==> config.mk <==
export PLATFORM = sky130hd
export DESIGN_NAME = rr_arb_8
export DESIGN_NICKNAME = d
export VERILOG_FILES = /design/src/rtl/rr_arb_8.sv
export SDC_FILE = /design/constraint.sdc
export NUM_CORES = 1
export LEC_CHECK = 0
export ABC_AREA = 1
export CORE_ASPECT_RATIO = 1.1
export CORE_MARGIN = 10
export CORE_UTILIZATION = 49
export CTS_CLUSTER_DIAMETER = 80
export DETAILED_ROUTE_END_ITERATION = 16
export PLACE_DENSITY_LB_ADDON = 0.25
export SYNTH_ARGS = -nofsm -noshare
export SYNTH_HDL_FRONTEND = slang
export SYNTH_SLANG_ARGS = --single-unit
==> constraint.sdc <==
create_clock -name sys_clk -period 2.1 [get_ports sys_clk]
set_input_delay 0.42 -clock sys_clk [delete_from_list [all_inputs] [get_ports sys_clk]]
set_output_delay 0.42 -clock sys_clk [all_outputs]
set_load 0.02 [all_outputs]
==> src/rtl/rr_arb_8.sv <==
// rr_arb_8 -- 8-way round-robin arbiter with a per-grant hold timeout.
//
// Request/grant protocol: a requester raises req[i] and keeps it high for
// as long as it wants the resource. When it sees grant[i] high it owns the
// resource until it lowers req[i] (release) or until it has held the grant
// for TIMEOUT consecutive cycles (forced release). After a forced release
// the resource moves to the next requester in round-robin order, or back to
// the same one if it is the only one asking. Request changes made during a
// grant are only looked at when the grant ends.
//
// Ports:
//   sys_clk        clock; all logic on the rising edge
//   sys_rst        synchronous active-high reset
//   req[7:0]       request lines, bit i = requester i
//   grant[7:0]     registered one-hot grant
//   grant_idx[2:0] registered index of the current or last winner
//   grant_vld      registered, high while a grant is active
//   timeout_pulse  registered, high in the first cycle of a grant that
//                  follows a forced release
//   dbg_state      current FSM state (0 = IDLE, 1 = GRANT)
module rr_arb_8 #(
    parameter int TIMEOUT = 16
) (
    input  logic       sys_clk,
    input  logic       sys_rst,
    input  logic [7:0] req,
    output logic [7:0] grant,
    output logic [2:0] grant_idx,
    output logic       grant_vld,
    output logic       timeout_pulse,
    output logic       dbg_state
);

    typedef enum logic {
        ST_IDLE  = 1'b0,
        ST_GRANT = 1'b1
    } state_t;

    localparam logic [7:0] HOLD_MAX = 8'(TIMEOUT);

    state_t     state_q, state_d;
    logic [7:0] grant_q, grant_d;
    logic [2:0] idx_q, idx_d;
    logic       vld_q, vld_d;
    logic       pulse_q, pulse_d;
    logic [7:0] cnt_q, cnt_d;

    logic [2:0] winner;
    logic       release_now;
    logic       timeout_now;

    // Scan upward starting one past the last winner; the last winner itself
    // is examined last so a lone requester can be re-granted.
    always_comb begin
        winner = idx_q;
        for (int k = 8; k >= 1; k--) begin
            if (req[idx_q + 3'(k)]) begin
                winner = idx_q + 3'(k);
            end
        end
    end

    assign release_now = !req[idx_q];
    assign timeout_now = req[idx_q] && (cnt_q == HOLD_MAX);

    always_comb begin
        state_d = state_q;
        grant_d = grant_q;
        idx_d   = idx_q;
        vld_d   = vld_q;
        pulse_d = 1'b0;
        cnt_d   = cnt_q;

        case (state_q)
            ST_IDLE: begin
                if (req != 8'h00) begin
                    state_d = ST_GRANT;
                    idx_d   = winner;
                    grant_d = 8'h01 << winner;
                    vld_d   = 1'b1;
                    cnt_d   = 8'd1;
                end else begin
                    grant_d = 8'h00;
                    vld_d   = 1'b0;
                end
            end
            ST_GRANT: begin
                // Release takes priority over timeout, so a simultaneous
                // release never raises timeout_pulse.
                if (release_now) begin
                    if (req != 8'h00) begin
                        idx_d   = winner;
                        grant_d = 8'h01 << winner;
                        cnt_d   = 8'd1;
                    end else begin
                        state_d = ST_IDLE;
                        grant_d = 8'h00;
                        vld_d   = 1'b0;
                        cnt_d   = 8'd0;
                    end
                end else if (timeout_now) begin
                    idx_d   = winner;
                    grant_d = 8'h01 << winner;
                    cnt_d   = 8'd1;
                    pulse_d = 1'b1;
                end else begin
                    cnt_d = cnt_q + 8'd1;
                end
            end
            default: begin
                state_d = ST_IDLE;
                grant_d = 8'h00;
                vld_d   = 1'b0;
                cnt_d   = 8'd0;
            end
        endcase
    end

    always_ff @(posedge sys_clk) begin
        if (sys_rst) begin
            state_q <= ST_IDLE;
            grant_q <= 8'h00;
            idx_q   <= 3'd7;
            vld_q   <= 1'b0;
            pulse_q <= 1'b0;
            cnt_q   <= 8'd0;
        end else begin
            state_q <= state_d;
            grant_q <= grant_d;
            idx_q   <= idx_d;
            vld_q   <= vld_d;
            pulse_q <= pulse_d;
            cnt_q   <= cnt_d;
        end
    end

    assign grant         = grant_q;
    assign grant_idx     = idx_q;
    assign grant_vld     = vld_q;
    assign timeout_pulse = pulse_q;
    assign dbg_state     = state_q;

endmodule

# Yosys cells after proc, flatten, opt, wreduce, memory -nomap -nowiden
# Cells that the tools add are included.
# word_totals
register_bits,22
latch_bits,0
mem_bits_rw,0
romBits,0
input_bits,10
out_inout_bits,14
elab_cells,77
n_memories,0
# op_classes
add_sub_neg,8
n_mul,0
div,0
magnitude_cmp,8
n_eq_ne,5
shift,1
n_mux,43
n_bitwise,2
reduce_logical,4
# ops
operator,count
8-bit 2-to-1 mux,6
"3-bit by 4-bit < comparator with 1-bit output, second input constant",8
8-bit one-hot mux with 2 select lines,2
3-bit 2-to-1 mux,10
1-bit binary-select mux with 3-bit select,8
1-bit 2-to-1 mux,14
"3-bit adder, second input constant",4
"8-bit by 1-bit adder with 8-bit output, second input constant",1
"8-bit by 5-bit equality test with 1-bit output, second input constant",1
8-bit nonzero test,1
"1-bit by 3-bit left shift with 8-bit output, first input constant",1
"3-bit by 2-bit adder with 3-bit output, second input constant",2
"2-bit != test, second input constant",3
3-bit one-hot mux with 2 select lines,1
1-bit one-hot mux with 2 select lines,2
"3-bit by 1-bit adder with 3-bit output, second input constant",1
"3-bit != test, second input constant",1
3-bit OR reduction,1
1-bit inverter,2
2-bit AND reduction,1
1-bit logical AND,1

# Depth between registers and ports, before layout
# depth
word_depth,14
mapped_depth,20
mapped_depth_nobuf,19

# Least setup slack after synthesis
# No wires, ideal clock.
# synth_path
path_kind,register -> register
start,"reg idx_q[1], in the netlist grant_idx[1]"
end,"reg grant_q[0], in the netlist grant[0]"
setup_ps,135
arrival_ps,2033
required_ps,1965
slack_ps,-68
stages_incl_launch_ff,18
n_path_buf,1
synth_period_minus_slack_ps,2168
cell_sequence,dfxtp_1 -> buf_6 -> inv_6 -> ha_1 -> inv_2 -> nand3_1 -> nand3_2 -> nand2_2 -> a21oi_1 -> nand2_1 -> nand2_1 -> nand2_1 -> nand2_1 -> nand2_1 -> nand2_4 -> inv_2 -> nand3_1 -> a21oi_1
# synth_via
elab_chain_cells,14
word_cells_on_any_way,37
classes_between,add/sub: 7; eq/ne: 1; shift: 1; mux: 27; reduce/logical: 1
# synth_rtl
item,line,source
start: declaration,43,"logic [2:0] idx_q, idx_d;"
start signal: assignment,130,idx_q <= idx_d;
3-bit adder,"57, 58",
1-bit binary-select mux with 3-bit select,57,if (req[idx_q + 3'(k)]) begin
1-bit 2-to-1 mux (not written as such),57,
3-bit 2-to-1 mux (7 in a row),57,
1-bit by 3-bit left shift with 8-bit output,"79, 93, 103",
8-bit 2-to-1 mux (on tied branches),"76, 91, 101",
8-bit 2-to-1 mux,90,if (release_now) begin
8-bit one-hot mux with 2 select lines,74,case (state_q)
end signal: assignment,129,grant_q <= grant_d;
end: declaration,42,"logic [7:0] grant_q, grant_d;"
# Parallel ways exist; a longest one is shown, timed or not. The select of a mux whose other input is x is not followed.
# A chain may end at the register's enable or synchronous reset.

# Worst setup path in the final report
# layout_path
start,"reg idx_q[0], in the netlist grant_idx[0]"
end,"reg grant_q[4], in the netlist grant[4]"
# Same word-level chain as after synthesis.

==> results.txt <==
----------------------------------------------------
[Synth]
  Top cells by area, synth ... sky130_fd_sc_hd__dfxtp_1, sky130_fd_sc_hd__nand2_1, sky130_fd_sc_hd__nand3_1
  Sequential area share after synthesis ... about 27%
  Seq cells post-synth ... 22
  Mux contribution to synthesized area ... 0%
  EDFF count, synth ... 0
  Count of different cell masters after synthesis ... 35
  Fraction of registers with async set/reset ... 0%
  Post-Syn Nets ... around 250
  Cell area after technology mapping ... 0.00161 mm^2
  Most used standard cell by instance count after synthesis ... sky130_fd_sc_hd__nand2_1
  Total number of yosys warnings ... 0
  Top cell types by occurrence after synthesis ... sky130_fd_sc_hd__nand2_1, sky130_fd_sc_hd__nand3_1, sky130_fd_sc_hd__dfxtp_1
  Main combinational cell family by area after synthesis ... simple AND/OR/NAND/NOR gates
  Synthesized-area fraction occupied by and/or/nand/nor cells ... 44.7%
  Synth Area in Compound Gates ... 12.3%
  Xor and xnor area share after synthesis ... 2.80%
  Mean instance size in the synthesized netlist ... just under 7 um^2
  Post-synth top area cell ... sky130_fd_sc_hd__dfxtp_1
  Arithmetic-cell share of the synthesized area counting full adders, half adders and majority gates ... slightly above 3%
  Post-synth top flop ... sky130_fd_sc_hd__dfxtp_1
  Cell count after synthesis ... 237
  Share of the synthesized area in the top cell type ... 27.4%

[Timing]
  Slew headroom ... 79.0%
  Max Clock Skew ... 0.00768 ns
  Post-layout minimum cycle time ... 2.01 ns
  Final Hold Vio Count ... 0
  Period utilisation layout ... between 90% and 100%
  Setup-violating endpoint count in the final report ... 0
  Number of pins exceeding their max-slew limit in the final report ... 0
  Highest clock rate ... 497 MHz
  Hold_ws ... 0.474 ns
  Slew of the pin with the lowest slew margin ... approximately 0.31 ns
  RSZ-0062 raised after global routing ... true

[Route]
  Detailed Route WL ... 4180 um
  Count of antenna-violating nets left after detailed routing ... 0
  Iteration count of the initial detailed-routing pass ... 4
  Detailed-route wire length per cell ... 13.1 um
  Count of routing violations after the opening detailed-route iteration ... 99
  Via count ... 1669
  DRC ... 0
  Drt via density ... 5.23

[Worst setup path]
  Cells traversed along the worst timing path ... buf_4, buf_4, nand2_1, nand3_1, buf_4, a31oi_2, nor2_2, nand2_2, nand2_4, a21oi_4, nand3_1, a21oi_1
  Slowest cell delay on critical path ... 0.35 ns
  Family of cells with the greatest summed delay on the critical path ... simple AND/OR/NAND/NOR gates
  Critical path's slowest cell ... sky130_fd_sc_hd__dfxtp_2
  Worst reg2reg path endpoint ... grant[4]$_SDFFE_PP0P_
  R2R Path Start ... grant_idx[0]$_SDFFE_PP1P_
  Arrival time of the worst setup path ... 2.27 ns
  CP dominant cell by count ... sky130_fd_sc_hd__buf_4
  Max Fanout on Critical Path ... 11
  Number of cells on the worst reg-to-reg path ... 12
  Critical path launch point ... grant_idx[0]$_SDFFE_PP1P_
  Setup CP Type ... reg2reg
  CP Buf/Inv Count ... 3
  Critical path endpoint ... grant[4]$_SDFFE_PP0P_
  Internal reg-to-reg setup slack ... 0.09 ns
  Critical Path Sink Type ... flip-flop
  Worst Path Required ... 2.36 ns
  Crit start category ... flip-flop
  Cell count along the critical path ... 12

[Global routing]
  Antenna violations before repair ... 0
  All-Layer GR Usage ... 14.2%
  Global route total overflow ... 0
  Largest net degree at the start of global routing ... 14
  Via count of the first global-routing pass ... 1562
  Global-route wire length before repair ... just under 7000 um

[Floorplan]
  Overall die height ... 80.1 um
  Initial cell density of the core ... slightly above 50%
  Top-Level Pins ... 24
  Die boundary width ... 74.6 um
  Row count ... 21
  Full die area ... 0.00597 mm^2
  Core region area ... between 0.003 and 0.004 mm^2

[Clock tree]
  Sink count of the clock tree ... 22
  Deepest clock path buffer count ... 2
  Clock buffer count from CTS ... 3
  Clock tree from TritonCTS ... yes
  Clock transition at the registers of the reported paths ... roughly 0.12 ns
  Clock tree root driver cell ... sky130_fd_sc_hd__clkbuf_4
  Level count of the clock H-tree ... 1
  Clock insertion delay at the later pin of the skew report ... between 0.3 and 0.4 ns

[Final layout]
  Number of fillers in the final layout ... 250
  Final core occ ... slightly below 70%
  Number of antenna repair diodes ... 0
  Share of final-layout standard cells stronger than drive strength 1 ... 28.4%
  Summed area of non-filler cells in the final layout ... 0.00214 mm^2
  Synth-to-layout area growth ... 33.2%
  Layout Nets ... 300
  Final Non-Filler Cells ... 319
  Footprint of the multi-input gates ... 0.00106 mm^2
  Area of all sequential standard cells ... approximately 450 um^2

[Pwr]
  Total power per unit cell area ... 1840 mW/mm^2
  Clock network power share ... 8.3%
  Net switching power of the design ... 2.05 mW
  Proportion of power drawn by flip-flops and latches ... 14.2%
  Combinational share of power ... just under 80%
  Sw Share ... 52.3%
  Worst-case vdd ir drop ... 0.00139 V
  Int Pwr ... 1.88 mW
  Overall power of the completed layout ... 3.93 mW
  Leakage dissipation ... 0.951 nW

[Worst hold path]
  Classification of the worst-slack hold path ... reg2reg

[Place]
  Instance area at placement ... 0.00201 mm^2
  Global placer's final weighted congestion ... 0.914
  Dpl cells ... 312
  Detail Placement HPWL ... 3280 um
  Number of buffer cells added on primary ports ... 23

[Outcome]
  Outcome ... complete, no violations

[Flow run]
  Max cap viols ... 0

----------------------------------------------------
cells in the final DEF (no fill, tap or decap), types with 3 or more instances in the layout:
| master | netlist | final |
|---|---|---|
| sky130_fd_sc_hd__nand2_2 | 7 | 6 |
| sky130_fd_sc_hd__nand3_1 | 32 | 27 |
| sky130_fd_sc_hd__inv_1 | 18 | 18 |
| sky130_fd_sc_hd__a21oi_2 | 2 | 3 |
| sky130_fd_sc_hd__clkbuf_4 | 0 | 3 |
| sky130_fd_sc_hd__nor2_1 | 16 | 16 |
| sky130_fd_sc_hd__dfxtp_1 | 22 | 19 |
| sky130_fd_sc_hd__clkdlybuf4s50_1 | 0 | 23 |
| sky130_fd_sc_hd__buf_4 | 0 | 25 |
| sky130_fd_sc_hd__nand2_4 | 3 | 4 |
| sky130_fd_sc_hd__nand3_2 | 8 | 13 |
| sky130_fd_sc_hd__a21oi_1 | 15 | 14 |
| sky130_fd_sc_hd__nand4_1 | 3 | 3 |
| sky130_fd_sc_hd__o21ai_0 | 4 | 3 |
| sky130_fd_sc_hd__nand2_1 | 65 | 65 |
| sky130_fd_sc_hd__inv_2 | 11 | 10 |
cell type report:
class / count / area share, %
clock buffer: 3 / 1.05
clock inverter: 1 / 1.40
inverter: 30 / 5.61
multi-input combinational: 181 / 49.5
sequential: 22 / 20.9
tap: 34 / 1.99
timing repair buffer: 48 / 19.5
power groups by stage:
stage / combinational, mW / sequential (mW) / clock (mW)
global placement: 2.85 / 0.561 / 0
floorplan: 2.11 / 0.623 / 0
CTS: 2.88 / 0.552 / 0.327
finish: 3.05 / 0.557 / 0.324
detailed placement: 2.86 / 0.560 / 0
global route: 3.38 / 0.567 / 0.337
how the worst min path moves through the flow:
| stage | start | endpoint | slack (ns) | cells after the start |
|---|---|---|---|---|
| after floorplan | cnt_q[7]$_SDFFE_PP0P_ | cnt_q[7]$_SDFFE_PP0P_ | 0.49 | 2 |
| after global placement | grant[2]$_SDFFE_PP0P_ | grant[2]$_SDFFE_PP0P_ | 0.45 | 2 |
| after detailed placement | grant[4]$_SDFFE_PP0P_ | grant[4]$_SDFFE_PP0P_ | 0.46 | 2 |
| after CTS | grant[2]$_SDFFE_PP0P_ | grant[2]$_SDFFE_PP0P_ | 0.48 | 2 |
| after global routing | grant[2]$_SDFFE_PP0P_ | grant[2]$_SDFFE_PP0P_ | 0.49 | 2 |
| final | grant[2]$_SDFFE_PP0P_ | grant[2]$_SDFFE_PP0P_ | 0.47 | 2 |
layer usage:
metal  up-vias  routed length [um]  share of wire (%)  track usage, %
li1        873                   -                  -               -
met2        39                2040                 49            24.8
met1       746                1780                 43            16.6
met4         0                  91                2.2            4.55
met3        11                 260                6.2            3.08
met5         -                   0                  0               0
worst reg2reg max path, cell delays in order (launching register included):
cell and delay [ns]:
sky130_fd_sc_hd__dfxtp_2 0.35, sky130_fd_sc_hd__buf_4 0.12, sky130_fd_sc_hd__buf_4 0.17, sky130_fd_sc_hd__nand2_1 0.11, sky130_fd_sc_hd__nand3_1 0.13, sky130_fd_sc_hd__buf_4 0.16, sky130_fd_sc_hd__a31oi_2 0.23, sky130_fd_sc_hd__nor2_2 0.06
sky130_fd_sc_hd__nand2_2 0.12, sky130_fd_sc_hd__nand2_4 0.10, sky130_fd_sc_hd__a21oi_4 0.18, sky130_fd_sc_hd__nand3_1 0.11, sky130_fd_sc_hd__a21oi_1 0.12
through the flow:
stage / setup TNS [ns] / worst slack [ns]
3_3_place_gp: -1.03 / -0.114
5_1_grt: -0.155 / -0.0620
3_5_place_dp: -1.19 / -0.103
2_1_floorplan: 0 / 0.0244
6_report: 0 / 0.0870
4_1_cts: 0 / 0.0271
repair_timing:
| item | in CTS | in global routing |
|---|---|---|
| hold buffers | 0 | 0 |
| resized for setup | 1 | 13 |
| setup endpoints to repair | 5 | 10 |
| buffers inserted | 0 | 3 |
| pin swaps | 0 | 2 |
| cloned | 0 | 0 |
kinds of logic (layout without fill, tap and decap cells):
family                   count (synthesis)  after routing
AO/OA/AOI/OAI                           30             30
XOR/XNOR                                 3              3
adder cells (fa/ha/maj)                  4              4
buffers and inverters                   34             82
flip-flops                              22             22
AND/OR/NAND/NOR                        144            144
sequential cells by signal (all words and copies together), names as in the netlist:
register and cells:
cnt_q 8, grant 8, grant_idx 3, dbg_state 1, grant_vld 1, timeout_pulse 1
Note: power is estimated with default switching activity, not from simulation.
